File: src/rtl/j_acc_shifter_mx_cell_if.sv
// Shared SRAM read port: the shifter cell drives strobe and address, the SRAM
// answers with read data one cycle later.
interface j_acc_shifter_mx_cell_if #(
  parameter int SRAM_ADDR_W = 18
);
  logic                   sram_en;
  logic [SRAM_ADDR_W-1:0] sram_addr;
  logic [31:0]            sram_rdata;

  modport master (output sram_en, output sram_addr, input  sram_rdata);
  modport slave  (input  sram_en, input  sram_addr, output sram_rdata);
endinterface

File: src/rtl/j_acc_shifter_mx_cell.sv
// 32-lane SRAM-to-serial shifter: round-robin word fetches feed per-lane 32-bit
// shift registers that stream LSB first, lane i trailing lane 0 by i cycles.
module j_acc_shifter_mx_cell #(
  parameter int SRAM_DEPTH  = 256*256*4,
  parameter int SRAM_ADDR_W = $clog2(SRAM_DEPTH)
) (
  input  logic                      clk,
  input  logic                      reset,
  j_acc_shifter_mx_cell_if.master   sram,
  input  logic                      shift_start,
  output logic                      shift_start_o,
  output logic                      shift_idle,
  input  logic [SRAM_ADDR_W*32-1:0] start_addr,
  input  logic [SRAM_ADDR_W-1:0]    img_size,
  output logic [31:0]               serial_out,
  output logic [31:0]               serial_en
);
  localparam int LANES = 32;

  typedef logic [SRAM_ADDR_W-1:0] addr_t;
  typedef enum logic [1:0] {IDLE, FETCH, DRAIN} state_e;

  state_e      state, state_nxt;
  addr_t       base_q [LANES];
  addr_t       n_q;
  logic [4:0]  lane_sel, lane_nxt;
  addr_t       word_cnt, word_nxt;
  logic        en_d;
  addr_t       addr_d;
  logic        rd_valid;
  logic [4:0]  rd_lane;
  logic [31:0] shreg   [LANES];
  logic [5:0]  bit_cnt [LANES];
  logic [LANES-1:0] start_dly;
  logic        start_ok;
  logic        last_fetch;

  assign start_ok   = (state == IDLE) && shift_start && (img_size != '0);
  assign last_fetch = (lane_sel == 5'd31) && (word_cnt == n_q - addr_t'(1));

  always_ff @(posedge clk) begin
    if (reset) state <= IDLE;
    else       state <= state_nxt;
  end

  // Lane 31 is done once its counter is on the final bit and no reload is in flight.
  always_comb begin
    state_nxt = state;
    unique case (state)
      IDLE:    if (start_ok)   state_nxt = FETCH;
      FETCH:   if (last_fetch) state_nxt = DRAIN;
      DRAIN:   if (bit_cnt[LANES-1] == 6'd1 && !rd_valid) state_nxt = IDLE;
      default: state_nxt = IDLE;
    endcase
  end

  always_comb begin
    // NOTE: every signal gets a default first so no path through the case infers a latch.
    lane_nxt = lane_sel;
    word_nxt = word_cnt;
    en_d     = 1'b0;
    addr_d   = sram.sram_addr;
    unique case (state)
      IDLE: if (start_ok) begin
        lane_nxt = '0;
        word_nxt = '0;
        en_d     = 1'b1;
        addr_d   = start_addr[SRAM_ADDR_W-1:0];
      end
      FETCH: if (!last_fetch) begin
        lane_nxt = lane_sel + 5'd1;
        if (lane_sel == 5'd31) word_nxt = word_cnt + addr_t'(1);
        en_d     = 1'b1;
        addr_d   = base_q[lane_nxt] + word_nxt;
      end
      default: ;
    endcase
  end

  // NOTE: the start-time configuration carries no reset; it is always written before use.
  always_ff @(posedge clk) begin
    if (start_ok) begin
      n_q <= img_size;
      for (int i = 0; i < LANES; i++) base_q[i] <= start_addr[i*SRAM_ADDR_W +: SRAM_ADDR_W];
    end
  end

  always_ff @(posedge clk) begin
    if (reset) begin
      lane_sel       <= '0;
      word_cnt       <= '0;
      sram.sram_en   <= 1'b0;
      sram.sram_addr <= '0;
      rd_valid       <= 1'b0;
      rd_lane        <= '0;
      start_dly      <= '0;
    end else begin
      lane_sel       <= lane_nxt;
      word_cnt       <= word_nxt;
      sram.sram_en   <= en_d;
      sram.sram_addr <= addr_d;
      rd_valid       <= sram.sram_en;
      rd_lane        <= lane_sel;
      start_dly      <= {start_dly[LANES-2:0], shift_start};
    end
  end

  assign shift_start_o = start_dly[LANES-1];
  assign shift_idle    = (state == IDLE);

  // A reload lands on the cycle the previous word's last bit leaves, keeping lanes gapless.
  always_ff @(posedge clk) begin
    for (int i = 0; i < LANES; i++) begin
      if (reset) begin
        shreg[i]   <= '0;
        bit_cnt[i] <= '0;
      end else if (rd_valid && rd_lane == 5'(i)) begin
        shreg[i]   <= sram.sram_rdata;
        bit_cnt[i] <= 6'd32;
      end else if (bit_cnt[i] != '0) begin
        shreg[i]   <= {1'b0, shreg[i][31:1]};
        bit_cnt[i] <= bit_cnt[i] - 6'd1;
      end
    end
  end

  always_comb begin
    serial_en  = '0;
    serial_out = '0;
    for (int i = 0; i < LANES; i++) begin
      serial_en[i]  = (bit_cnt[i] != '0);
      serial_out[i] = (bit_cnt[i] != '0) & shreg[i][0];
    end
  end
endmodule

File: src/flat_wrapper.sv
// flat-port wrapper written by rule: the top's interface ports become plain ports
module j_acc_shifter_mx_cell_flat 
#(
  parameter int SRAM_DEPTH  = 256*256*4,
  parameter int SRAM_ADDR_W = $clog2(SRAM_DEPTH)
)
  (clk, reset, shift_start, shift_start_o, shift_idle, start_addr, img_size, serial_out, serial_en, sram_sram_en, sram_sram_addr, sram_sram_rdata);
  j_acc_shifter_mx_cell_if #(.SRAM_ADDR_W(SRAM_ADDR_W)) sram_i ();
  input  logic clk;
  input  logic reset;
  input  logic shift_start;
  output logic shift_start_o;
  output logic shift_idle;
  input  logic [SRAM_ADDR_W*32-1:0] start_addr;
  input  logic [SRAM_ADDR_W-1:0] img_size;
  output logic [31:0] serial_out;
  output logic [31:0] serial_en;
  output wire logic [$bits(sram_i.sram_en)-1:0] sram_sram_en;
  output wire logic [$bits(sram_i.sram_addr)-1:0] sram_sram_addr;
  input wire logic [$bits(sram_i.sram_rdata)-1:0] sram_sram_rdata;
  assign sram_sram_en = sram_i.sram_en;
  assign sram_sram_addr = sram_i.sram_addr;
  assign sram_i.sram_rdata = sram_sram_rdata;
  j_acc_shifter_mx_cell #(.SRAM_DEPTH(SRAM_DEPTH), .SRAM_ADDR_W(SRAM_ADDR_W)) u_core (.clk(clk), .reset(reset), .sram(sram_i), .shift_start(shift_start), .shift_start_o(shift_start_o), .shift_idle(shift_idle), .start_addr(start_addr), .img_size(img_size), .serial_out(serial_out), .serial_en(serial_en));
endmodule
File: config.mk
export PLATFORM = sky130hd
export DESIGN_NAME = j_acc_shifter_mx_cell_flat
export DESIGN_NICKNAME = d
export VERILOG_FILES = /design/src/rtl/j_acc_shifter_mx_cell_if.sv /design/src/rtl/j_acc_shifter_mx_cell.sv /design/src/flat_wrapper.sv
export SDC_FILE = /design/constraint.sdc
export NUM_CORES = 2
export LEC_CHECK = 0
export BUFFER_PORTS_ARGS = -buffer_cell sky130_fd_sc_hd__buf_2
export CORE_AREA = 2 2 447 449
export CTS_CLUSTER_DIAMETER = 200
export DETAILED_ROUTE_END_ITERATION = 8
export DIE_AREA = 0 0 449 451
export GPL_TIMING_DRIVEN = 0
export HOLD_SLACK_MARGIN = 0.05
export PLACE_DENSITY = 0.61
export SLEW_MARGIN = 20
export SYNTH_ARGS = -nofsm -noshare
export SYNTH_HDL_FRONTEND = slang
export SYNTH_SLANG_ARGS = --single-unit
File: constraint.sdc
create_clock -name clk -period 60.1 [get_ports clk]
set_clock_uncertainty 0.2 [all_clocks]
set_input_delay 6.01 -clock clk [delete_from_list [all_inputs] [get_ports clk]]
set_output_delay 6.01 -clock clk [all_outputs]
set_load 0.05 [all_outputs]
Word-level counts from Yosys, hierarchy flattened

Memories as Yosys holds them, arrays and structs flattened.
Index checks and enable logic that the tools add are counted.

Register bits: 100
Latch bits: 0
RAM bits: 1792
Memory bits (read-only): 0
Input bits: 629
Output and inout port bits: 85
Word-level logic and storage cells: 697
Memories: 3

Add/sub/neg operators: 36
Multiply operators: 0
Divide/modulo/power cells: 0
Order comparisons: 0
Equal/unequal tests: 40
Shifts and indexed selects: 0
Muxes and demuxes: 374
Bitwise logic cells: 160
Reduce and logical (&&, ||, !) cells: 75

Memory list:

| name           | depth | bits a word | read ports | clocked after memory_dff | wr ports | RTL line                    | source |
|---|---|---|---|---|---|---|---|
| u_core.shreg   | 32    | 32          | 32         | 0                        | 32       | j_acc_shifter_mx_cell.sv:32 | `logic [31:0] shreg [LANES];` |
| u_core.base_q  | 32    | 18          | 1          | 0                        | 32       | j_acc_shifter_mx_cell.sv:24 | `addr_t base_q [LANES];` |
| u_core.bit_cnt | 32    | 6           | 32         | 0                        | 32       | j_acc_shifter_mx_cell.sv:33 | `logic [5:0] bit_cnt [LANES];` |

Operator list:

| operator                | count |
|---|---|
| $mux W32                | 64 |
| $mux W6                 | 64 |
| $mux W1                 | 229 |
| $reduce_bool A6 Y1      | 32 |
| $sub A6 B1 Y6 const B   | 32 |
| $or A1 B1 Y1            | 128 |
| $mux W18                | 7 |
| $eq A5 B5 Y1 const B    | 17 |
| $pmux W18 S2            | 2 |
| $eq A5 B4 Y1 const B    | 8 |
| $logic_and A1 B1 Y1     | 36 |
| $and A1 B1 Y1           | 32 |
| $eq A5 B3 Y1 const B    | 4 |
| $add A18 B1 Y18 const B | 1 |
| $add A18 B18 Y18        | 1 |
| $eq A18 B18 Y1          | 1 |
| $reduce_bool A18 Y1     | 1 |
| $sub A18 B1 Y18 const B | 1 |
| $eq A5 B2 Y1 const B    | 2 |
| $mux W5                 | 2 |
| $pmux W5 S2             | 1 |
| $eq A6 B1 Y1 const B    | 1 |
| $mux W2                 | 3 |
| $ne A2 B1 Y1 const B    | 3 |
| 12 further kinds        | 13 |

Longest topological paths before layout

Word-level depth: 8
Gate-level depth with buffers: 19
Mapped depth without buffers: 17

Worst setup path before layout

Ideal clock, no wire load.

Kind: input-to-reg
Start: input port img_size[15]
End: register u_core.sram.sram_addr[17]
Library setup time: 143 ps
Data arrival time: 23835 ps
Data required time: 59757 ps
Slack: 35923 ps
Stages on the path: 6
Path buffers: 1
Path through: or4_1 o311ai_2 inv_1 clkbuf_1 o21ai_1 o22ai_1

Word-level cells in the longest chain between the ends: 4

Ends and longest elaborated chain:

| what                        | RTL line                       | source |
|---|---|---|
| start, declared             | flat_wrapper.sv:15             | `input logic [SRAM_ADDR_W-1:0] img_size;` |
| $reduce_bool A18 Y1         | j_acc_shifter_mx_cell.sv:38    | `assign start_ok = (state == IDLE) && shift_start && (img_size != '0);` |
| $logic_and A1 B1 Y1         | j_acc_shifter_mx_cell.sv:38    |  |
| named net u_core.start_ok   | j_acc_shifter_mx_cell.sv:35    | `logic start_ok;` |
| $ne A2 B1 Y1 (no line)      | n/a                            |  |
| $reduce_and A3 Y1 (no line) | n/a                            |  |
| end signal, assigned        | j_acc_shifter_mx_cell.sv:101   | `sram.sram_addr <= addr_d;` |
| end, declared               | j_acc_shifter_mx_cell_if.sv:10 | `modport master (output sram_en, output sram_addr, input sram_rdata);` |

The timed path passes the listed nets, and every way through them passes these cells.
A chain may end at the register's enable or synchronous reset.

==> flow_metrics.py <==
metrics = {
    "hold_path": {
        "min_delay_path_depth": 1,
        "hold_start": "u_core.start_dly[25]",
        "hold_end": "u_core.start_dly[26]",
        "hold_class": "register to register",
    },
    "timing": {
        "grt_setup_unrepaired": "no",
        "relSlewSlack": 0.174,
        "finalCritPeriodShare": 0.165,
        "fin_ws_ps": 50200,
        "setup_viol": 0,
        "finalMaxSlewViolations": 0,
        "fin_crit_ps": 9900,
        "tns_ps": 0,
        "fmax_ghz": 0.101,
        "max_slew.worst_pin.slew_ps": 1230,
        "finalHoldViolCount": 0,
    },
    "floorplan": {
        "dieArea_sq_mm": 0.202,
        "io_pins": 714,
        "initial_core_util": 0.397,
        "die_x_um": 449,
        "coreArea_sq_mm": 0.198,
        "fp.dieH_um": 451,
        "row_count": 164,
    },
    "synthesis": {
        "syn-num-nets": 5568,
        "synth_seq_cells": 1892,
        "synth_compound_area_frac": 0.127,
        "yosys.area_share.xor_xnor": 0.0189,
        "synth-main-ff-cell": "edfxtp_1",
        "synth_edf_count": 1810,
        "synth-adder-area-share": 0.0115,
        "netlist_top_cells_area": "edfxtp_1 (69%), a22o_1 (11%), mux4_2 (5.1%)",
        "synthMuxAreaShare": 0.0544,
        "synth_top_family_by_area": "compound AO/OA/AOI/OAI gates",
        "post-synth-top-area-cell": "edfxtp_1",
        "yosysWarnings": 0,
        "syn_avg_cell_area_sq_um": 16.2,
        "synth_area_sq_mm": 0.0788,
        "async_flop_share": 0,
        "yosysSeqAreaShare": 0.711,
        "synth_cell_types": 71,
        "synthCells": 4867,
        "synth_top_area_frac": 0.690,
        "synth_simple_gate_area_share": 0.0526,
    },
    "routing": {
        "via_per_inst": 5.63,
        "remaining_drc_errors": 0,
        "vias": 49000,
        "antenna_left": 0,
        "wl_per_cell_um": 26.9,
        "first_pass_iters": 6,
        "drtIter0Drc": 4948,
        "wl_um": 234000,
    },
    "critical_path": {
        "critPathCaptureType": "register",
        "rr_worst_depth": 17,
        "cp_max_fo": 59,
        "critPathKind": "input pin to register",
        "r2r_end": "u_core.sram.sram_addr[17]",
        "reg2reg_from": "u_core.lane_sel[0]",
        "cp.required_ps": 60440,
        "arrival_ps": 10240,
        "cp-start-kind": "input pin",
        "reg2reg_slack_ps": 53020,
    },
    "placed_design": {
        "dp_hpwl_um": 173000,
        "port_buffers": 712,
        "place_area_sq_mm": 0.0870,
        "gp_congestion": 0.906,
        "dpl_worst_slack_ps": 49460,
    },
    "cts": {
        "hold_buffers": 0,
        "clk_path_buf_depth": 3,
        "cts_tree": "built",
        "worst_skew_pair.late_latency_ps": 850,
        "post-cts-setup-buffers": 0,
        "clock_sinks": 1892,
        "cts_root_buffer": "clkbuf_16",
        "clk_pin_slew_worst_paths_ps": 60,
        "cts-htree-levels": 4,
        "ctsResizeCount": 0,
        "cts_made_buffers": 200,
    },
    "global_routing": {
        "grt_usage": 0.227,
        "grt_pass1_vias": 48400,
        "grt_pass1_wl_um": 338000,
        "grt_max_degree": 60,
        "grt_use_met2": 0.373,
        "overflow": 0,
        "antenna_found_initial": 78,
        "grt_busiest_layer": "met2",
        "gr-usage-met3": 0.0483,
        "met1_usage": 0.297,
    },
    "run_status": {
        "outcome": "finished clean",
    },
    "run": {
        "cap_violations": 0,
    },
    "finish": {
        "multi_input_area_sq_mm": 0.0210,
        "nNetsFinal": 6534,
        "regArea_sq_mm": 0.0560,
        "layout_commonest_cell": "edfxtp_1",
        "area_growth_pct": 19.0,
        "drive_gt1_frac": 0.223,
        "postLayoutCellArea_sq_mm": 0.0937,
        "fillCellCount": 17200,
        "mostFrequentLayoutCells": "edfxtp_1 (1810), a22o_1 (984), buf_2 (726), clkbuf_1 (389), nor2_1 (280)",
        "utilization": 0.473,
    },
    "power": {
        "p_leak_uw": 0.0357,
        "ir_drop_mv": 0.0330,
        "power_per_cell_area_mw_per_mm2": 45.3,
    },
}
area by class of cell:
cell class | instances | area share
sequential | 1892 | 0.597
inverter | 82 | 0.00328
clock buffer | 254 | 0.0565
tap | 2656 | 0.0355
timing repair buffer | 764 | 0.0502
buffer | 417 | 0.0177
multi-input combinational | 2476 | 0.224
clock inverter | 125 | 0.0149
antenna | 31 | 0.000828
per-layer routing:
layer / vias up / share of wire
met1: 25000 / 0.41
met2: 2044 / 0.48
met4: 42 / 0.038
met3: 429 / 0.071
li1: 21500 / -
met5: - / 0.0011
critical path, stage by stage:
cell	delay [ps]
buf_2	120
or4_1	530
o311ai_2	890
inv_1	290
clkbuf_4	480
buf_12	330
buf_16	220
buf_12	220
buf_16	230
buf_16	240
buf_16	250
buf_16	240
Yosys cell counts (all sizes together) (4+ instances only):
cell and number:
or3 37, nor2 282, nand3 43, o31ai 5
and2 99, xnor2 98, inv 82, or2 4
a311oi 15, or4 10, nor4b 4, o41ai 5
mux4 180, a211oi 11, buf 66, o22ai 33
nor4 24, and3 13, edfxtp 1810, a31oi 5
nand3b 6, a21oi 86, ha 71, nor3 67
dfxtp 82, o211ai 5, a22o 984, clkbuf 351
nand2 131, nand2b 39, xor2 72, nor2b 50
nand4 18, mux2i 4, o21ai 22, a21o 7
mux2 17
state kept, by name, summed over array words and instances, names as in the netlist:
register,cells
u_core.shreg,1024
u_core.base_q,576
u_core.bit_cnt,192
u_core.start_dly,32
u_core.n_q,18
u_core.sram.sram_addr,18
u_core.word_cnt,18
u_core.lane_sel,5
u_core.rd_lane,5
u_core.state,2
u_core.rd_valid,1
u_core.sram.sram_en,1
report_power, final:
part	switching, uW	leakage (uW)	internal, uW	total [uW]
Sequential	157	0.0206	1970	2120
Combinational	537	0.0119	323	860
Clock	540	0.00323	722	1260
metrics by stage:
step | hold slack [ps] | power, uW | cells
final | 232 | 4250 | 8697
after global routing | 252 | 4430 | 8691
after CTS | 240 | 4270 | 8666
after detailed placement | 224 | 3000 | 8287
after global placement | 220 | 2970 | 8235
after floorplan | 214 | 2700 | 4867
logic make-up after synthesis:
| family | after synthesis |
|---|---|
| buffers and inverters | 499 |
| adder cells (fa/ha/maj) | 72 |
| AND/OR/NAND/NOR | 834 |
| multiplexers | 201 |
| AO/OA/AOI/OAI | 1199 |
| flip-flops | 1892 |
| XOR/XNOR | 170 |
worst max path at each step:
| stage | endpoint | cells past startpoint | from | slack [ps] |
|---|---|---|---|---|
| after CTS | u_core.base_q[28][5] | 12 | img_size[12] | 50340 |
| after detailed placement | u_core.base_q[31][13] | 12 | img_size[12] | 49460 |
| after global placement | u_core.sram.sram_addr[17] | 7 | img_size[17] | 29180 |
| after global routing | u_core.base_q[31][13] | 12 | img_size[12] | 50080 |
| after floorplan | u_core.sram.sram_addr[17] | 6 | img_size[15] | 35920 |
| final | u_core.base_q[31][13] | 12 | img_size[12] | 50200 |
Note: power is estimated with default switching activity, not from simulation.
